===== config.mk =====
export PLATFORM = sky130hd
export DESIGN_NAME = conv_mode_ctrl
export DESIGN_NICKNAME = d
export VERILOG_FILES = /design/src/rtl/conv_mode_ctrl.sv
export SDC_FILE = /design/constraint.sdc
export NUM_CORES = 1
export LEC_CHECK = 0
export BUFFER_PORTS_ARGS = -buffer_cell sky130_fd_sc_hd__clkbuf_2
export CORE_MARGIN = 10
export CORE_UTILIZATION = 56
export CTS_CLUSTER_DIAMETER = 200
export DETAILED_ROUTE_END_ITERATION = 6
export GPL_TIMING_DRIVEN = 0
export PLACE_DENSITY = 0.81
export SYNTH_ARGS = -nofsm -noshare
export SYNTH_HDL_FRONTEND = slang
export SYNTH_SLANG_ARGS = --single-unit

===== constraint.sdc =====
create_clock -name clk -period 2.65 [get_ports clk]
set_input_delay 0.53 -clock clk [delete_from_list [all_inputs] [get_ports clk]]
set_output_delay 0.53 -clock clk [all_outputs]
set_load 0.02 [all_outputs]

===== src/rtl/conv_mode_ctrl.sv =====
// conv_mode_ctrl
//   Frame-synchronous blur mode controller for conv_kernel. Debounces the
//   two board keys, keeps a requested mode, and commits it to the kernel
//   only at the start of vertical sync so every frame uses one mode.
//
// Parameters
//   DEBOUNCE_CYCLES  cycles a synchronized key level must hold to be accepted
//   AUTO_FRAMES      frames between automatic mode advances (auto build only)
//
// Ports
//   clk            pixel clock
//   rst            synchronous reset, active-high
//   key_mode_ni    mode-advance key, active-low, asynchronous
//   key_bypass_ni  bypass-toggle key, active-low, asynchronous
//   vs_ni          vertical sync, active-low
//   blur_en        kernel enable (active mode != OFF)
//   blur_sel       kernel select (active mode == BLUR11)
//   mode_o         active mode: 0 OFF, 1 BLUR3, 2 BLUR11
//   pending_o      requested mode differs from active mode
//   frame_cnt_o    count of vs_ni falling edges, wraps at 16 bits
//
// Build option
//   CONV_CTRL_AUTO_CYCLE_EN  when defined, the mode advances by itself every
//                            AUTO_FRAMES frames without key activity.

module conv_mode_ctrl #(
  parameter int DEBOUNCE_CYCLES = 250000,
  parameter int AUTO_FRAMES     = 120
) (
  input  logic        clk,
  input  logic        rst,
  input  logic        key_mode_ni,
  input  logic        key_bypass_ni,
  input  logic        vs_ni,
  output logic        blur_en,
  output logic        blur_sel,
  output logic [1:0]  mode_o,
  output logic        pending_o,
  output logic [15:0] frame_cnt_o
);

  localparam logic [1:0] MODE_OFF    = 2'd0;
  localparam logic [1:0] MODE_BLUR3  = 2'd1;
  localparam logic [1:0] MODE_BLUR11 = 2'd2;

  localparam logic [1:0] S_IDLE    = 2'd0;
  localparam logic [1:0] S_WAIT_VS = 2'd1;
  localparam logic [1:0] S_APPLY   = 2'd2;

  localparam int            CW      = $clog2(DEBOUNCE_CYCLES + 1);
  localparam logic [CW-1:0] DB_LAST = CW'(DEBOUNCE_CYCLES - 1);

  // ---------------------------------------------------------------------
  // Key path: index 0 = mode key, index 1 = bypass key.
  // ---------------------------------------------------------------------
  logic [1:0]    keys;
  logic [1:0]    sync1, sync2, stable, press;
  logic [CW-1:0] db_cnt [2];

  assign keys = {key_bypass_ni, key_mode_ni};

  always_ff @(posedge clk) begin
    // NOTE: every register here uses <=, so each flop samples the values from
    // before the edge and the synchronizer chain really is two stages deep.
    if (rst) begin
      // NOTE: the counter array is reset element by element; it is a handful
      // of flops, not a RAM, so a synchronous clear costs nothing special.
      sync1  <= '1;
      sync2  <= '1;
      stable <= '1;
      press  <= '0;
      for (int k = 0; k < 2; k++) db_cnt[k] <= '0;
    end else begin
      sync1 <= keys;
      sync2 <= sync1;
      press <= '0;
      for (int k = 0; k < 2; k++) begin
        if (sync2[k] == stable[k]) begin
          db_cnt[k] <= '0;
        end else if (db_cnt[k] == DB_LAST) begin
          stable[k] <= sync2[k];
          db_cnt[k] <= '0;
          // Only a 1->0 stable transition is a press; release is silent.
          press[k]  <= stable[k];
        end else begin
          db_cnt[k] <= db_cnt[k] + CW'(1);
        end
      end
    end
  end

  // ---------------------------------------------------------------------
  // Vertical sync edge and frame counter.
  // ---------------------------------------------------------------------
  logic        vs_d;
  logic        vs_edge;
  logic [15:0] frame_cnt;

  assign vs_edge     = vs_d & ~vs_ni;
  assign frame_cnt_o = frame_cnt;

  // ---------------------------------------------------------------------
  // Optional unattended mode cycling.
  // ---------------------------------------------------------------------
  logic auto_mode;

`ifdef CONV_CTRL_AUTO_CYCLE_EN
  localparam int            AW        = $clog2(AUTO_FRAMES + 1);
  localparam logic [AW-1:0] AUTO_LAST = AW'(AUTO_FRAMES - 1);

  logic [AW-1:0] auto_cnt;
  logic          auto_ev;
  logic          key_ev;

  assign key_ev = press[0] | press[1];

  always_ff @(posedge clk) begin
    if (rst) begin
      auto_cnt <= '0;
      auto_ev  <= 1'b0;
    end else begin
      auto_ev <= 1'b0;
      if (key_ev) begin
        auto_cnt <= '0;
      end else if (vs_edge) begin
        if (auto_cnt == AUTO_LAST) begin
          auto_cnt <= '0;
          auto_ev  <= 1'b1;
        end else begin
          auto_cnt <= auto_cnt + AW'(1);
        end
      end
    end
  end

  // A real key press in the same cycle takes precedence.
  assign auto_mode = auto_ev & ~key_ev;
`else
  // AUTO_FRAMES is a non-negative frame count, so this is a constant 0; it is
  // referenced only so both builds share one parameter list.
  assign auto_mode = (AUTO_FRAMES < 0);
`endif

  // ---------------------------------------------------------------------
  // Requested mode.
  // ---------------------------------------------------------------------
  logic [1:0] req, last_on, active;
  logic       mode_ev;

  assign mode_ev = press[0] | auto_mode;

  always_ff @(posedge clk) begin
    if (rst) begin
      req     <= MODE_OFF;
      last_on <= MODE_BLUR3;
    end else if (press[1]) begin
      // Bypass wins over a same-cycle mode event.
      if (req != MODE_OFF) begin
        last_on <= req;
        req     <= MODE_OFF;
      end else begin
        req <= last_on;
      end
    end else if (mode_ev) begin
      case (req)
        MODE_OFF:   req <= MODE_BLUR3;
        MODE_BLUR3: req <= MODE_BLUR11;
        default:    req <= MODE_OFF;
      endcase
    end
  end

  assign pending_o = (req != active);

  // ---------------------------------------------------------------------
  // Commit FSM and registered kernel controls.
  // ---------------------------------------------------------------------
  logic [1:0] state;

  always_ff @(posedge clk) begin
    if (rst) begin
      state     <= S_IDLE;
      active    <= MODE_OFF;
      vs_d      <= 1'b1;
      frame_cnt <= '0;
      mode_o    <= MODE_OFF;
      blur_en   <= 1'b0;
      blur_sel  <= 1'b0;
    end else begin
      vs_d <= vs_ni;
      if (vs_edge) frame_cnt <= frame_cnt + 16'd1;

      mode_o   <= active;
      blur_en  <= (active != MODE_OFF);
      blur_sel <= (active == MODE_BLUR11);

      case (state)
        S_IDLE: begin
          if (req != active) state <= S_WAIT_VS;
        end
        S_WAIT_VS: begin
          // A request that returns to the active mode is cancelled.
          if (req == active)  state <= S_IDLE;
          else if (vs_edge)   state <= S_APPLY;
        end
        S_APPLY: begin
          active <= req;
          state  <= S_IDLE;
        end
        default: state <= S_IDLE;
      endcase
    end
  end

endmodule


# --- Word level (Yosys, flattened, before mapping) ---
# Memory sizes are Yosys's and may differ from the RTL's.
# Cells that the tools add are included.
totals:
  reg_bits: 37
  mem_bits_rw: 36
  inputBits: 5
  wordCells: 92
  mem_count: 1
classes:
  bitwise_logic: 12
  eq_ne: 12
  n_reduce_logical: 11
  add_sub_neg: 3
  n_mux: 38
mem_list:
  columns: ["memory", "words", "width", "rd", "rd_ports_with_merged_regs", "write_ports", "line_no", "text"]
  rows:
  - ["db_cnt", 2, 18, 2, 0, 2, "58", "logic [CW-1:0] db_cnt [2];"]
ops:
  columns: ["operator", "n"]
  rows:
  - ["$mux 18", 6]
  - ["$add 18x1->18 const B", 2]
  - ["$eq 18x18->1 const B", 2]
  - ["$mux 1", 24]
  - ["$add 16x1->16 const B", 1]
  - ["$mux 2", 6]
  - ["$pmux 2 s2", 2]
  - ["$reduce_and 2->1", 4]
  - ["$or 1x1->1", 6]
  - ["$reduce_bool 2->1", 3]
  - ["$reduce_or 3->1", 2]
  - ["$not 1->1", 5]
  - ["$eq 2x1->1 const B", 2]
  - ["$eq 2x2->1 const B", 2]
  - ["$logic_not 2->1", 2]
  - ["$ne 3x3->1 const B", 1]
  - ["$eq 1x1->1", 2]
  - ["$eq 2x2->1", 1]
  - ["$ne 2x2->1", 1]
  - ["$ne 2x2->1 const B", 1]
  - ["$and 1x1->1", 1]

# --- Depth between registers and ports, before layout ---
# Gate-level depths: netlist (run 1).
# An unclocked memory read counts as a cell.
logic_depth:
  ltp_word: 8
  depth_mapped: 6
  ltp_nobuf: 5

# --- Worst setup path before layout (run 1) ---
# No wires, ideal clock.
synth_timing:
  path_type: "register -> register"
  from: "mem db_cnt[1][0] in the netlist's numbering"
  to: "mem db_cnt[1][10] in the netlist's numbering (data pin)"
  setup_ns: 0.254
  slack_ns: 0.682
  required_ns: 2.396
  arrival_ns: 1.714
  path_stages_with_launch: 7
  cell_sequence: "edfxtp_1 ha_1 nand3_1 or4_1 o21ai_4 buf_4 nor2_1"
synth_lines:
  columns: ["item", "line_no"]
  rows:
  - ["from (decl)", "58"]

==> flow_results.org, run 1 <==
** Timing
- Setup TNS :: 0 ns
- The clock period could shrink to between 2 and 2.5 ns.
- Final hold analysis gives a worst-case slack of ~0.37 ns.
- Worst Skew :: ~0.0099 ns
- Final setup violation count :: 0
- For this run, the top clock speed supported by timing is around 440 MHz.
- Setup repair after global routing left no endpoint under its margin.
- Period utilisation layout :: a little over four fifths
- Transition time of the tightest slew-check pin :: approximately 0.62 ns
- The final hold violation count was 0.
- Setup slack closes at 0.400 ns.
- Final Max Slew Viols :: 0
- Measured against its own limit, the worst slew margin works out to 58.4%.

** Hold path
- Hold WC Path Type :: in -> reg

** Routing
- The first detailed-routing pass ran for 4 iterations.
- DR DRC count :: 0
- Count of nets left with antenna violations after detail routing :: 0
- Via/cell ratio :: approximately 5.3
- Routed wire per std cell :: approximately 13 microns
- Detailed routing inserted a total of between 2000 and 3000 vias.
- Total wire length :: ~6500 microns
- Violation count after the first detailed-routing iteration :: ~100

** Synth
- EDFF count, synth :: 36
- Synthesis instantiated 42 different standard cells from the library.
- YS warnings :: 0
- Synth Instances :: approximately 340
- Of the synthesized area, sequential elements account for between 50% and 60%.
- Average size of a mapped cell :: roughly 10 sq um
- Of all flip-flops after synthesis, the portion carrying an async set or reset was 0%.
- The cell area that synthesis handed to floorplanning was 0.00344 sq mm.
- For this run, the leading register cell type out of synthesis is sky130_fd_sc_hd__dfxtp_1.
- After synthesis the netlist holds a flip-flop and latch count of 73.

** Die
- Die area :: just under 0.01 sq mm
- The floorplan step set the die height to 98.4 microns.
- The floorplan step defined a core boundary enclosing roughly 0.0060 sq mm.
- The floorplan has 28 rows.
- Once the floorplan was initialized, standard cells occupied between 50 and 60% of the core.
- Horizontal die dimension :: approximately 98 microns
- I/O pin count :: 26

** Power
- The worst-case IR drop observed on VDD is between 0.0004 and 0.0005 V.
- Total power :: 2.34 mW
- In this run switching power makes up between 20% and 30% of total power.
- Internal power :: 1.82 mW
- In this run the power spent charging and discharging nets is 523 uW.
- Combinational share of power :: 3.9%
- Fraction of power consumed by sequential logic :: between 50% and 60%
- Cell leakage power :: about 1.5 nW
- Power spread over the standard cell area amounts to 581 mW/mm^2.
- The clock network is responsible for a little over two fifths of the overall power.

** Global route
- Maximum number of pins on one net before global-route repair :: 14
- The via count of the first global-routing pass was 2393.
- After global routing the overflow that remains totals 0.
- Number of antenna violations at the first check in global routing :: 0
- Global-route wire length before repair :: 10700 microns
- GR Util All Layers :: 13.3%

** Layout
- At the end of the flow, the number of nets in the layout was between 400 and 500.
- Design Area, Final :: between 0.004 and 0.005 sq mm
- Synth-to-Final Area Change :: 17.2%
- The repair_antennas step left the layout with diodes totalling 0.
- Once layout is complete, the utilization of the core stands at ~68%.
- Once layout is complete, the cells apart from fillers number ~490.
- Ratio of cells with drive above 1 in the final layout :: between 10% and 20%

** Clocking
- Clock tree from TritonCTS :: yes
- Worst-case clock buffer depth :: 2
- Clock-pin slew was measured on the worst setup and hold paths at about 0.080 ns.
- Clock tree synthesis inserted a total of 9 buffers.
- The clock reaches the later pin of the worst-skew pair after ~0.35 ns.
- Once the clock tree was built, the resizer swapped 0 gates to a different size.
- The cell sitting at the root of the clock tree is a sky130_fd_sc_hd__clkbuf_8.
- Htree depth :: 3
- Counting every sink on the clock net gives 73.
- Post-CTS Hold Fix Bufs :: 0
- Post-CTS timing repair inserted 0 buffers for setup.

** Setup path
- Top fanout value on the critical path :: 10
- Data arrival time at the worst-slack endpoint :: approximately 2.4 ns
- Crit. End Element :: flop
- The worst setup path is of the reg -> reg kind.
- Category of the worst setup path launch point :: flop
- Required time at the worst-slack endpoint :: 2.76 ns

** Placement
- Detailed placement ended at an HPWL of 4750 microns.
- Once placement finished, the instance area stood at approximately 0.0038 sq mm.
- GP Congestion :: between 0.8 and 0.9
- Count of buffers inserted at the top-level ports :: 24
- The number of placed instances, taps included, is between 400 and 500.
- Minimum setup slack after placement :: roughly 0.40 ns

** Job
- Max-cap violations :: 0

** Outcome
- Run status :: completed
## worst max-delay path, stage by stage (launching register included)
cell and delay, ns:
sky130_fd_sc_hd__edfxtp_1 0.42, sky130_fd_sc_hd__ha_1 0.30, sky130_fd_sc_hd__nand3_1 0.15, sky130_fd_sc_hd__or4_1 0.56, sky130_fd_sc_hd__o21ai_4 0.28, sky130_fd_sc_hd__buf_4 0.23, sky130_fd_sc_hd__nor2_1 0.06
## cells by family (layout without fill, tap and decap cells)
kind of cell	Yosys count	in the layout	synth area share, %
buffers and inverters	16	56	2.37
other	1	36	0.109
multiplexers	6	6	1.75
AND/OR/NAND/NOR	178	178	26.6
XOR/XNOR	44	44	11.2
flip-flops	73	73	53.0
adder cells (fa/ha/maj)	3	3	1.09
AO/OA/AOI/OAI	22	22	3.89
## cell usage after synthesis, types with 2 or more instances
cell type	count	area (sq um)
sky130_fd_sc_hd__nor4_1	13	81.3
sky130_fd_sc_hd__or3_1	3	18.8
sky130_fd_sc_hd__clkbuf_1	4	15.0
sky130_fd_sc_hd__nor2b_1	4	25.0
sky130_fd_sc_hd__nand3_1	20	100
sky130_fd_sc_hd__and3_1	5	31.3
sky130_fd_sc_hd__edfxtp_1	36	1080
sky130_fd_sc_hd__or2_2	7	43.8
sky130_fd_sc_hd__dfxtp_1	37	741
sky130_fd_sc_hd__a21oi_1	11	55.1
sky130_fd_sc_hd__ha_1	3	37.5
sky130_fd_sc_hd__xor2_1	15	131
sky130_fd_sc_hd__nand2_1	15	56.3
sky130_fd_sc_hd__or4_1	4	30.0
sky130_fd_sc_hd__nand4_2	2	25.0
sky130_fd_sc_hd__and2_1	2	12.5
sky130_fd_sc_hd__xnor2_1	29	254
sky130_fd_sc_hd__nor2_1	67	251
sky130_fd_sc_hd__o31ai_1	2	15.0
sky130_fd_sc_hd__mux2i_1	6	60.1
sky130_fd_sc_hd__o21ai_0	5	25.0
sky130_fd_sc_hd__nor3_1	10	50.1
sky130_fd_sc_hd__nand4_1	14	87.6
sky130_fd_sc_hd__nand2b_1	2	12.5
sky130_fd_sc_hd__nand3b_1	3	22.5
sky130_fd_sc_hd__inv_1	7	26.3
sky130_fd_sc_hd__buf_6	2	22.5
## area by class of cell
type	count	area [sq um]
buffer	9	55.1
clock buffer	13	224
clock inverter	3	22.5
fill	478	1930
inverter	7	26.3
multi-input combinational	289	1670
sequential	73	1820
tap	75	93.8
timing repair buffer	24	120
## flip-flops by register name (all words and copies together), names as in the netlist
name	count
blur_en	1
last_on	2
db_cnt	36
blur_sel	1
sync2	2
req	2
vs_d	1
sync1	2
press	2
frame_cnt_o	16
mode_o	2
state	2
active	2
stable	2
## layout by cell type (no fill, tap or decap), types with 2 or more instances in the layout
master,n
sky130_fd_sc_hd__xnor2_1,29
sky130_fd_sc_hd__nor2_1,67
sky130_fd_sc_hd__nor2b_1,4
sky130_fd_sc_hd__o21ai_0,5
sky130_fd_sc_hd__clkbuf_1,4
sky130_fd_sc_hd__ha_1,3
sky130_fd_sc_hd__nand2_1,15
sky130_fd_sc_hd__and3_1,5
sky130_fd_sc_hd__dfxtp_1,37
sky130_fd_sc_hd__a21oi_1,11
sky130_fd_sc_hd__nand3b_1,3
sky130_fd_sc_hd__nor4_1,13
sky130_fd_sc_hd__clkinv_4,2
sky130_fd_sc_hd__nand3_1,20
sky130_fd_sc_hd__clkbuf_2,25
sky130_fd_sc_hd__nand4_2,2
sky130_fd_sc_hd__clkbuf_16,4
sky130_fd_sc_hd__o31ai_1,2
sky130_fd_sc_hd__nand4_1,14
sky130_fd_sc_hd__xor2_1,15
sky130_fd_sc_hd__nand2b_1,2
sky130_fd_sc_hd__clkbuf_8,9
sky130_fd_sc_hd__or4_1,4
sky130_fd_sc_hd__or2_2,7
sky130_fd_sc_hd__nor3_1,10
sky130_fd_sc_hd__and2_1,2
sky130_fd_sc_hd__buf_6,2
sky130_fd_sc_hd__edfxtp_1,36
sky130_fd_sc_hd__inv_1,7
sky130_fd_sc_hd__mux2i_1,6
sky130_fd_sc_hd__conb_1,36
sky130_fd_sc_hd__or3_1,3
## routing by layer
metal	global-route usage [%]	wire, microns	share of wire [%]
met5	0	0	0
met4	7.39	161	2.5
met3	3.66	338	5.2
met2	22.1	3120	48
met1	15.1	2930	45
## power by group through the flow
stage | registers, mW | logic (mW) | clock network, mW
floorplan | 1.27 | 0.0670 | 0
global placement | 1.27 | 0.0868 | 0
detailed placement | 1.27 | 0.0895 | 0
CTS | 1.24 | 0.0903 | 1.02
global route | 1.25 | 0.102 | 1.06
finish | 1.25 | 0.0912 | 1.01
## path summary, 6_finish.rpt
check,startpoint,to,slack (ns),cells past startpoint
worst min register to register,sync1[0]$_SDFF_PP1_,sync2[0]$_SDFF_PP1_,0.42,1
worst max register to register,db_cnt[1][0]$_SDFFCE_PN0P_,db_cnt[1][13]$_SDFFCE_PN0P_,0.40,6
worst min-delay path,key_bypass_ni,sync1[1]$_SDFF_PP1_,0.37,2
worst max-delay path,db_cnt[1][0]$_SDFFCE_PN0P_,db_cnt[1][13]$_SDFFCE_PN0P_,0.40,6
Power figures use the tool's default switching activity.
==> run 2: changes to the inputs <==
--- a/config.mk
+++ b/config.mk
@@ -5,9 +5,10 @@
 export SDC_FILE = /design/constraint.sdc
 export NUM_CORES = 1
 export LEC_CHECK = 0
+export ABC_AREA = 1
 export BUFFER_PORTS_ARGS = -buffer_cell sky130_fd_sc_hd__clkbuf_2
 export CORE_MARGIN = 10
-export CORE_UTILIZATION = 56
+export CORE_UTILIZATION = 54
 export CTS_CLUSTER_DIAMETER = 200
 export DETAILED_ROUTE_END_ITERATION = 6
 export GPL_TIMING_DRIVEN = 0
==> constraint.sdc (replaced) <==
create_clock -name clk -period 2.05 [get_ports clk]
set_input_delay 0.41 -clock clk [delete_from_list [all_inputs] [get_ports clk]]
set_output_delay 0.41 -clock clk [all_outputs]
set_load 0.02 [all_outputs]
==> flow_results.org, run 2 <==
** Setup path
- Worst path cell trace :: ha_1, nand3_2, nor2_2, nand3_2, nand2_4, buf_6, nor2_1 (was ha_1, nand3_1, or4_1, o21ai_4, buf_4, nor2_1)
- The count of cells along the worst register-to-register path came to 7 (was 6).
- Endpoint of the worst register-to-register path :: db_cnt[0][14]$_SDFFCE_PN0P_ (was db_cnt[1][13]$_SDFFCE_PN0P_)
- The delay of the slowest cell on the worst path is 0.43 ns (was 0.56 ns).
- The cell with the largest stage delay on the worst path is sky130_fd_sc_hd__edfxtp_1 (was sky130_fd_sc_hd__or4_1).
- Kind of critical path :: reg -> reg (unchanged)
- Launch instance of the worst register-to-register path :: db_cnt[0][0]$_SDFFCE_PN0P_ (was db_cnt[1][0]$_SDFFCE_PN0P_)
- The required time at the endpoint of the critical path came to 2.16 ns (was 2.76 ns).
- Setup slack on the worst flop-to-flop path :: 0.32 ns (was 0.40 ns)
- Top fanout value on the critical path :: 10 (unchanged)
- Worst Setup SP :: db_cnt[0][0]$_SDFFCE_PN0P_ (was db_cnt[1][0]$_SDFFCE_PN0P_)
- Data arrival time at the worst-slack endpoint :: 1.83 ns (was 2.36 ns)
- The critical path launch point type is a flop (unchanged).
- Among the stages of the critical path, the cell type that occurs most often is sky130_fd_sc_hd__nand3_2.
- Crit. End Element :: flop (unchanged)

** Synth
- The gate count of the mapped netlist came to 461 (was 343).
- Biggest area consumer among synthesized cells :: sky130_fd_sc_hd__edfxtp_1 (unchanged)
- Average size of a mapped cell :: 7.91 sq um (was 10.0 sq um)
- Most common cell in the synthesized netlist :: sky130_fd_sc_hd__nand2_1 (was sky130_fd_sc_hd__nor2_1)
- The register area share after synthesis was 50.0% (was 53.0%).
- Leading register cell type out of synthesis :: sky130_fd_sc_hd__dfxtp_1 (unchanged)
- Library cells used by synthesis :: 28 (was 42)
- The mapped cell area came to 0.00364 sq mm (was 0.00344 sq mm).
- The total of flip-flops plus latches after synthesis is 73 (unchanged).
- Proportion of netlist area held by the largest area contributor :: 29.7% (was 31.4%)
- Most common library cells after synthesis :: sky130_fd_sc_hd__nand2_1, sky130_fd_sc_hd__nor2_1, sky130_fd_sc_hd__inv_1 (was sky130_fd_sc_hd__nor2_1, sky130_fd_sc_hd__dfxtp_1, sky130_fd_sc_hd__edfxtp_1)
- Leading cell types by total area after synthesis :: sky130_fd_sc_hd__edfxtp_1, sky130_fd_sc_hd__dfxtp_1, sky130_fd_sc_hd__nand2_1, sky130_fd_sc_hd__nor2_1, sky130_fd_sc_hd__inv_1 (was sky130_fd_sc_hd__edfxtp_1, sky130_fd_sc_hd__dfxtp_1, sky130_fd_sc_hd__xnor2_1, sky130_fd_sc_hd__nor2_1, sky130_fd_sc_hd__xor2_1)
- The count of warnings emitted by yosys was 0 (unchanged).
- The number of synthesized flops with an enable pin was 36 (unchanged).
- The share of flip-flops with an asynchronous set or reset is 0% (unchanged).

** Routing
- Initial DRT Pass Iterations :: 5 (was 4)
- Violation count after the first detailed-routing iteration :: 129 (was 104)
- The detailed-routing wirelength on met1 was 3200 microns (was 2930 microns).
- Uppermost signal routing layer after detailed routing :: met4 (unchanged)
- Count of nets left with antenna violations after detail routing :: 0 (unchanged)
- Total wire length :: 7180 microns (was 6540 microns)
- DR DRC count :: 0 (unchanged)
- Routed wire per std cell :: 11.7 microns (was 13.3 microns)
- Detailed route wirelength on metal2 :: 3530 microns (was 3120 microns)
- Via total after detailed routing :: 3044 (was 2631)
- Wire length on met3 :: 341 microns (was 338 microns)
- The number of vias per cell was 4.97 (was 5.34).

** Timing
- Max-slew headroom :: 65.2% (was 58.4%)
- The number of failing setup endpoints in the final timing report came to 0 (unchanged).
- The final setup skew came to 0.0105 ns (was 0.00992 ns).
- Unrepaired setup endpoints after global routing :: no (unchanged)
- Hold Vio Cnt, Final :: 0 (unchanged)
- Setup TNS :: 0 ns (unchanged)
- Final Max Slew Viols :: 0 (unchanged)
- Highest clock frequency the design can meet :: 579 MHz (was 444 MHz)
- The minimum period implied by the final worst setup slack came to 1.73 ns (was 2.25 ns).
- Transition time of the tightest slew-check pin :: 0.523 ns (was 0.618 ns)
- Period utilisation layout :: 84.3% (was 84.9%)

** Hold path
- The worst hold path cell count is 2 (unchanged).
- Startpoint of the most critical hold path :: key_bypass_ni (unchanged)
- Hold EP :: sync1[1]$_SDFF_PP1_ (unchanged)
- The type of the worst min-delay path was in -> reg (unchanged).

** Die
- Die Ht :: 102 microns (was 98.4 microns)
- The total die area came to 0.0104 sq mm (was 0.00967 sq mm).
- The site row count is 29 (was 28).
- The die boundary width came to 102 microns (was 98.4 microns).
- The starting density of the core was 56.4% (was 57.7%).
- The area inside the core boundary was 0.00646 sq mm (was 0.00596 sq mm).
- The boundary pin count is 26 (unchanged).

** Clocking
- Setup Buffers After CTS :: 0 (unchanged)
- Clock root buffer :: sky130_fd_sc_hd__clkbuf_8 (unchanged)
- Number of CTS-inserted buffers :: 9 (unchanged)
- Insertion delay of the later-clocked pin in the worst-skew pair :: 0.35 ns (about the same)
- Worst-case clock buffer depth :: 2 (unchanged)
- The clock edge transition at the registers on the reported setup and hold paths came to 0.08 ns (about the same).
- Total of cells resized after clock tree synthesis :: 0 (unchanged)
- Sinks on the clock net :: 73 (unchanged)
- Clock tree from TritonCTS :: yes (unchanged)
- The number of H-tree levels came to 3 (unchanged).
- Post-CTS Hold Fix Bufs :: 0 (unchanged)

** Placement
- GP Congestion :: 0.882 (was 0.826)
- DPL Wire Length :: 5410 microns (was 4750 microns)
- The count of buffers inserted at the top-level ports is 24 (unchanged).
- The count of placed standard cells including taps came to 597 (was 477).

** Global route
- Global-route wire length before repair :: 12700 microns (was 10700 microns)
- GR Util All Layers :: 14.9% (was 13.3%)
- Total congestion overflow :: 0 (unchanged)
- Vias in the first global route :: 3025 (was 2393)
- The initial antenna violation count is 0 (unchanged).
- The largest net degree at the start of global routing was 15 (was 14).

** Power
- The power density normalized to cell area came to 683 mW/mm^2 (was 581 mW/mm^2).
- The leakage power was 1.71 nW (was 1.48 nW).
- The final total power is 2.86 mW (was 2.34 mW).
- Largest voltage drop on the vdd net :: 0.000476 V (was 0.000410 V)

** Layout
- Non-filler cells, final :: 613 (was 493)
- Top library cells by usage in the layout, fill and taps aside: sky130_fd_sc_hd__nand2_1, sky130_fd_sc_hd__nor2_1, sky130_fd_sc_hd__inv_1 (was sky130_fd_sc_hd__nor2_1, sky130_fd_sc_hd__dfxtp_1, sky130_fd_sc_hd__edfxtp_1, sky130_fd_sc_hd__conb_1, sky130_fd_sc_hd__xnor2_1).
- The number of nets in the finished design is 539 (was 421).
- The register name with the most flops was db_cnt (unchanged).
- Number of antenna cells inserted :: 0 (unchanged)
- The most common cell after layout, fill and taps aside is sky130_fd_sc_hd__nand2_1 (was sky130_fd_sc_hd__nor2_1).
- Ratio of cells with drive above 1 in the final layout :: 12.3% (was 13.9%)
- The area growth from synthesis to final layout came to 14.8% (was 17.2%).
- Flip-flop count of the largest register, all copies and words added :: 36 (unchanged)

** Job
- The reported max-cap violation count was 0 (unchanged).

** Outcome
- Run status: completed (unchanged).
[run 2: per-layer routing]
| metal | up-vias | global-route usage (%) |
|---|---|---|
| met5 | - | 0 |
| li1 | 1584 | - |
| met4 | 0 | 4.99 |
| met3 | 11 | 4.52 |
| met1 | 1387 | 17.4 |
| met2 | 62 | 25.4 |
[run 2: critical path, delay by kind of cell, from the launching register on]
family / cells / cell delay, ns
simple gates: 5 / 0.67
flops: 1 / 0.43
buf+inv: 1 / 0.16
fa+ha+maj: 1 / 0.23
[run 2: worst max path at each step]
stage / endpoint / cells after the start
final: db_cnt[0][14]$_SDFFCE_PN0P_ / 7
after global routing: db_cnt[0][14]$_SDFFCE_PN0P_ / 7
after CTS: db_cnt[0][14]$_SDFFCE_PN0P_ / 7
after detailed placement: db_cnt[0][14]$_SDFFCE_PN0P_ / 7
after global placement: db_cnt[0][12]$_SDFFCE_PN0P_ / 7
after floorplan: db_cnt[1][16]$_SDFFCE_PN0P_ / 9
[run 2: layout make-up]
class,count,area [sq um]
clock buffer,10,128
buffer,6,41.3
clock inverter,6,65.1
timing repair buffer,24,120
multi-input combinational,367,1730
sequential,73,1820
inverter,50,188
fill,542,2270
tap,77,96.3
[run 2: metrics by stage]
step / hold WS (ns) / cell area, sq um / utilization (%) / setup WS, ns
floorplan: 0.389 / 3780 / - / 0.543
global placement: 0.394 / 3990 / 61.8 / 0.351
detailed placement: 0.396 / 3990 / 61.8 / 0.303
CTS: 0.229 / 4190 / 64.8 / 0.292
global route: 0.223 / 4190 / 64.8 / 0.169
finish: 0.238 / 4190 / 64.8 / 0.322
[run 2: cell families (layout without fill, tap and decap cells)]
family                     Yosys count  count (layout)  synth area share, %
AOI/OAI and AO/OA                   36              36                 5.15
xor gates and xnor gates            22              22                 5.29
adders and majority gates            3               3                 1.03
buffers and inverters               56              96                 6.28
DFF                                 73              73                 50.0
other                                1              36                0.103
and+or+nand+nor                    270             270                 32.2
[run 2: power breakdown]
part           internal, mW  switching (mW)
sequential             1.57          0.0390
combinational        0.0427          0.0808
clock                 0.568           0.559
==> run 3: changes to the inputs <==
--- a/config.mk
+++ b/config.mk
@@ -8,7 +8,7 @@
 export ABC_AREA = 1
 export BUFFER_PORTS_ARGS = -buffer_cell sky130_fd_sc_hd__clkbuf_2
 export CORE_MARGIN = 10
-export CORE_UTILIZATION = 54
+export CORE_UTILIZATION = 56
 export CTS_CLUSTER_DIAMETER = 200
 export DETAILED_ROUTE_END_ITERATION = 6
 export GPL_TIMING_DRIVEN = 0
==> constraint.sdc (replaced) <==
create_clock -name clk -period 1.6 [get_ports clk]
set_input_delay 0.32 -clock clk [delete_from_list [all_inputs] [get_ports clk]]
set_output_delay 0.32 -clock clk [all_outputs]
set_load 0.02 [all_outputs]
==> flow_results.org, run 3 (synthesized netlist as in run 2, its figures left out) <==
** Outcome
- Run status: completed (unchanged).

** Die
- The area inside the core boundary came to 0.00635 sq mm (was 0.00646 sq mm).
- The die boundary width came to 101 microns (was 102 microns).
- The boundary pin count is 26 (unchanged).
- The starting density of the core is 57.4% (was 56.4%).
- The vertical extent of the die came to 101 microns (was 102 microns).
- The site row count was 29 (unchanged).
- Die area :: 0.0101 sq mm (was 0.0104 sq mm)

** Layout
- Fillers :: 502 (was 542)
- Ratio of cells with drive above 1 in the final layout :: 18.7% (was 12.3%)
- Leading cell type in the layout, fill and taps excluded :: sky130_fd_sc_hd__nand2_1 (unchanged)
- Top library cells by usage in the layout, fill and taps aside: sky130_fd_sc_hd__nand2_1, sky130_fd_sc_hd__nor2_1, sky130_fd_sc_hd__inv_1 (unchanged).
- Non-filler cells, final :: 629 (was 613)
- Core occupancy in the finished layout :: 70.0% (was 64.8%)
- Synth-to-Final Area Change :: 22.0% (was 14.8%)
- The antenna diode instance count came to 0 (unchanged).
- The number of nets in the finished design was 555 (was 539).
- The flip-flop count of the largest register, all copies and words added was 36 (unchanged).
- The register name with the most flops is db_cnt (unchanged).

** Routing
- Wire length on met3 :: 369 microns (was 341 microns)
- The number of routed nets with antenna violations was 0 (unchanged).
- The number of vias per cell came to 5.11 (was 4.97).
- Total wire length :: 7800 microns (was 7180 microns)
- The amount of wire on met2 after detailed routing is 3890 microns (was 3530 microns).
- Wire length on met1 :: 3400 microns (was 3200 microns)
- The per-cell routed wire length came to 12.4 microns (was 11.7 microns).
- The highest metal layer with signal wires was met4 (unchanged).
- Initial DRT Pass Iterations :: 6 (was 5)
- The violation count after the first detailed-routing iteration is 175 (was 129).
- The via count was 3212 (was 3044).
- The post-route DRC violation count is 0 (unchanged).

** Timing
- Highest clock frequency the design can meet :: 631 MHz (was 579 MHz)
- Hold Vio Cnt, Final :: 0 (unchanged)
- The final hold slack is 0.151 ns (was 0.238 ns).
- The number of max-slew violations in the final report was 0 (unchanged).
- Worst Slack Setup Final :: 0.0146 ns (was 0.322 ns)
- Unrepaired setup endpoints after global routing: yes (was no).
- Worst Skew :: 0.00848 ns (was 0.0105 ns)
- Period utilisation layout :: 99.1% (was 84.3%)
- The number of failing setup endpoints in the final timing report was 0 (unchanged).
- The minimum period implied by the final worst setup slack is 1.59 ns (was 1.73 ns).

** Global route
- The initial antenna violation count is 0 (unchanged).
- Vias in the first global route :: 3066 (was 3025)
- Global-route wire length before repair :: 12900 microns (was 12700 microns)
- GR Util All Layers :: 15.3% (was 14.9%)
- Maximum number of pins on one net before global-route repair :: 14 (was 15)
- The aggregate global routing overflow came to 0 (unchanged).

** Clocking
- Clock tree from TritonCTS :: yes (unchanged)
- Clock root buffer :: sky130_fd_sc_hd__clkbuf_8 (unchanged)
- The maximum root-to-sink buffer count came to 2 (unchanged).
- Sinks on the clock net :: 73 (unchanged)
- The clock latency of the later-clocked register in the worst-skew pair is 0.35 ns (about the same).
- Post-CTS Hold Fix Bufs :: 0 (unchanged)
- The TritonCTS buffer count was 9 (unchanged).
- The number of H-tree levels was 3 (unchanged).
- Clock transition at the register clock pins on the worst setup and hold paths after CTS :: 0.08 ns (about the same)

** Setup path
- The required time at the endpoint of the critical path was 1.71 ns (was 2.16 ns).
- The critical path data arrival time came to 1.69 ns (was 1.83 ns).
- The critical path capture point type is a flop (unchanged).
- The path type of the worst setup path is reg -> reg (unchanged).
- The critical path launch point type is a flop (unchanged).
- The maximum fanout count along the critical path came to 5 (was 10).

** Placement
- The count of buffers inserted at the top-level ports came to 24 (unchanged).
- The count of placed standard cells including taps is 597 (unchanged).
- The half-perimeter wire length after placement came to 5410 microns (about the same).
- GP Congestion :: 0.866 (was 0.882)
- Minimum setup slack after placement :: -0.125 ns (was 0.303 ns)

** Job
- Max-cap violations :: 0 (unchanged)

** Power
- Largest voltage drop on the vdd net :: 0.000621 V (was 0.000476 V)
- Power density over the cells :: 851 mW/mm^2 (was 683 mW/mm^2)
- The leakage power was 1.80 nW (was 1.71 nW).

** Hold path
- Hold WC Path Type :: in -> reg (unchanged)
==> run 3: cell count changes in the layout (fill, tap and decap cells not counted), sizes merged <==
cell / change
inv: -1
buf: +16
bufinv: -1
clkbuf: +2
==> run 3: final cells by class <==
class / instances / area [sq um] / area share (%)
Tap cell: 77 / 96.3 / 2.17
Sequential cell: 73 / 1820 / 41.0
Buffer: 6 / 45.0 / 1.01
Inverter: 50 / 188 / 4.22
Clock inverter: 4 / 28.8 / 0.647
Clock buffer: 12 / 188 / 4.22
Timing Repair Buffer: 40 / 248 / 5.57
Multi-Input combinational cell: 367 / 1830 / 41.1
==> run 3: worst paths after layout <==
check                             startpoint                    endpoint  slack, ns  cells past startpoint
setup / recovery  db_cnt[1][0]$_SDFFCE_PN0P_  db_cnt[1][7]$_SDFFCE_PN0P_       0.01                      9
hold / removal                 key_bypass_ni         sync1[1]$_SDFF_PP1_       0.15                      2
setup reg to reg  db_cnt[1][0]$_SDFFCE_PN0P_  db_cnt[1][7]$_SDFFCE_PN0P_       0.01                      9
hold reg to reg          sync1[1]$_SDFF_PP1_         sync2[1]$_SDFF_PP1_       0.42                      1
==> run 3: through the flow <==
stage	setup TNS [ns]	cell area, sq um	total power [mW]
3_3_place_gp	-1.27	3990	2.25
2_1_floorplan	0	3780	2.21
4_1_cts	0	4310	3.76
6_report	0	4450	3.78
3_5_place_dp	-2.38	3990	2.25
5_1_grt	-1.56	4450	3.89
==> run 3: routing by layer <==
metal  GRT usage (%)  vias up
li1                -     1609
met2            25.8       79
met3            3.02       20
met5               0        -
met1            18.1     1504
met4            7.72        0
==> run 3: report_power, final <==
group,switching [mW],internal [mW]
Clock,0.730,0.802
Sequential,0.0501,2.01
Combinational,0.119,0.0725
Total,0.899,2.88
==> run 3: repair_timing <==
action                                  CTS  global route
gates resized for setup                   5            27
setup buffers                            10             5
pin swaps                                 5             5
endpoints found under the setup margin   21            38
cloned                                    1             0
==> run 3: worst max-delay path, stage by stage, from the launching register on <==
cell                       delay (ns)
sky130_fd_sc_hd__edfxtp_1        0.37
sky130_fd_sc_hd__ha_2            0.19
sky130_fd_sc_hd__nand2_2         0.06
sky130_fd_sc_hd__nor2_4          0.11
sky130_fd_sc_hd__nand2_2         0.10
sky130_fd_sc_hd__nor2_4          0.11
sky130_fd_sc_hd__nand2_2         0.09
sky130_fd_sc_hd__nand3_4         0.12
sky130_fd_sc_hd__buf_6           0.15
sky130_fd_sc_hd__nor2_1          0.04
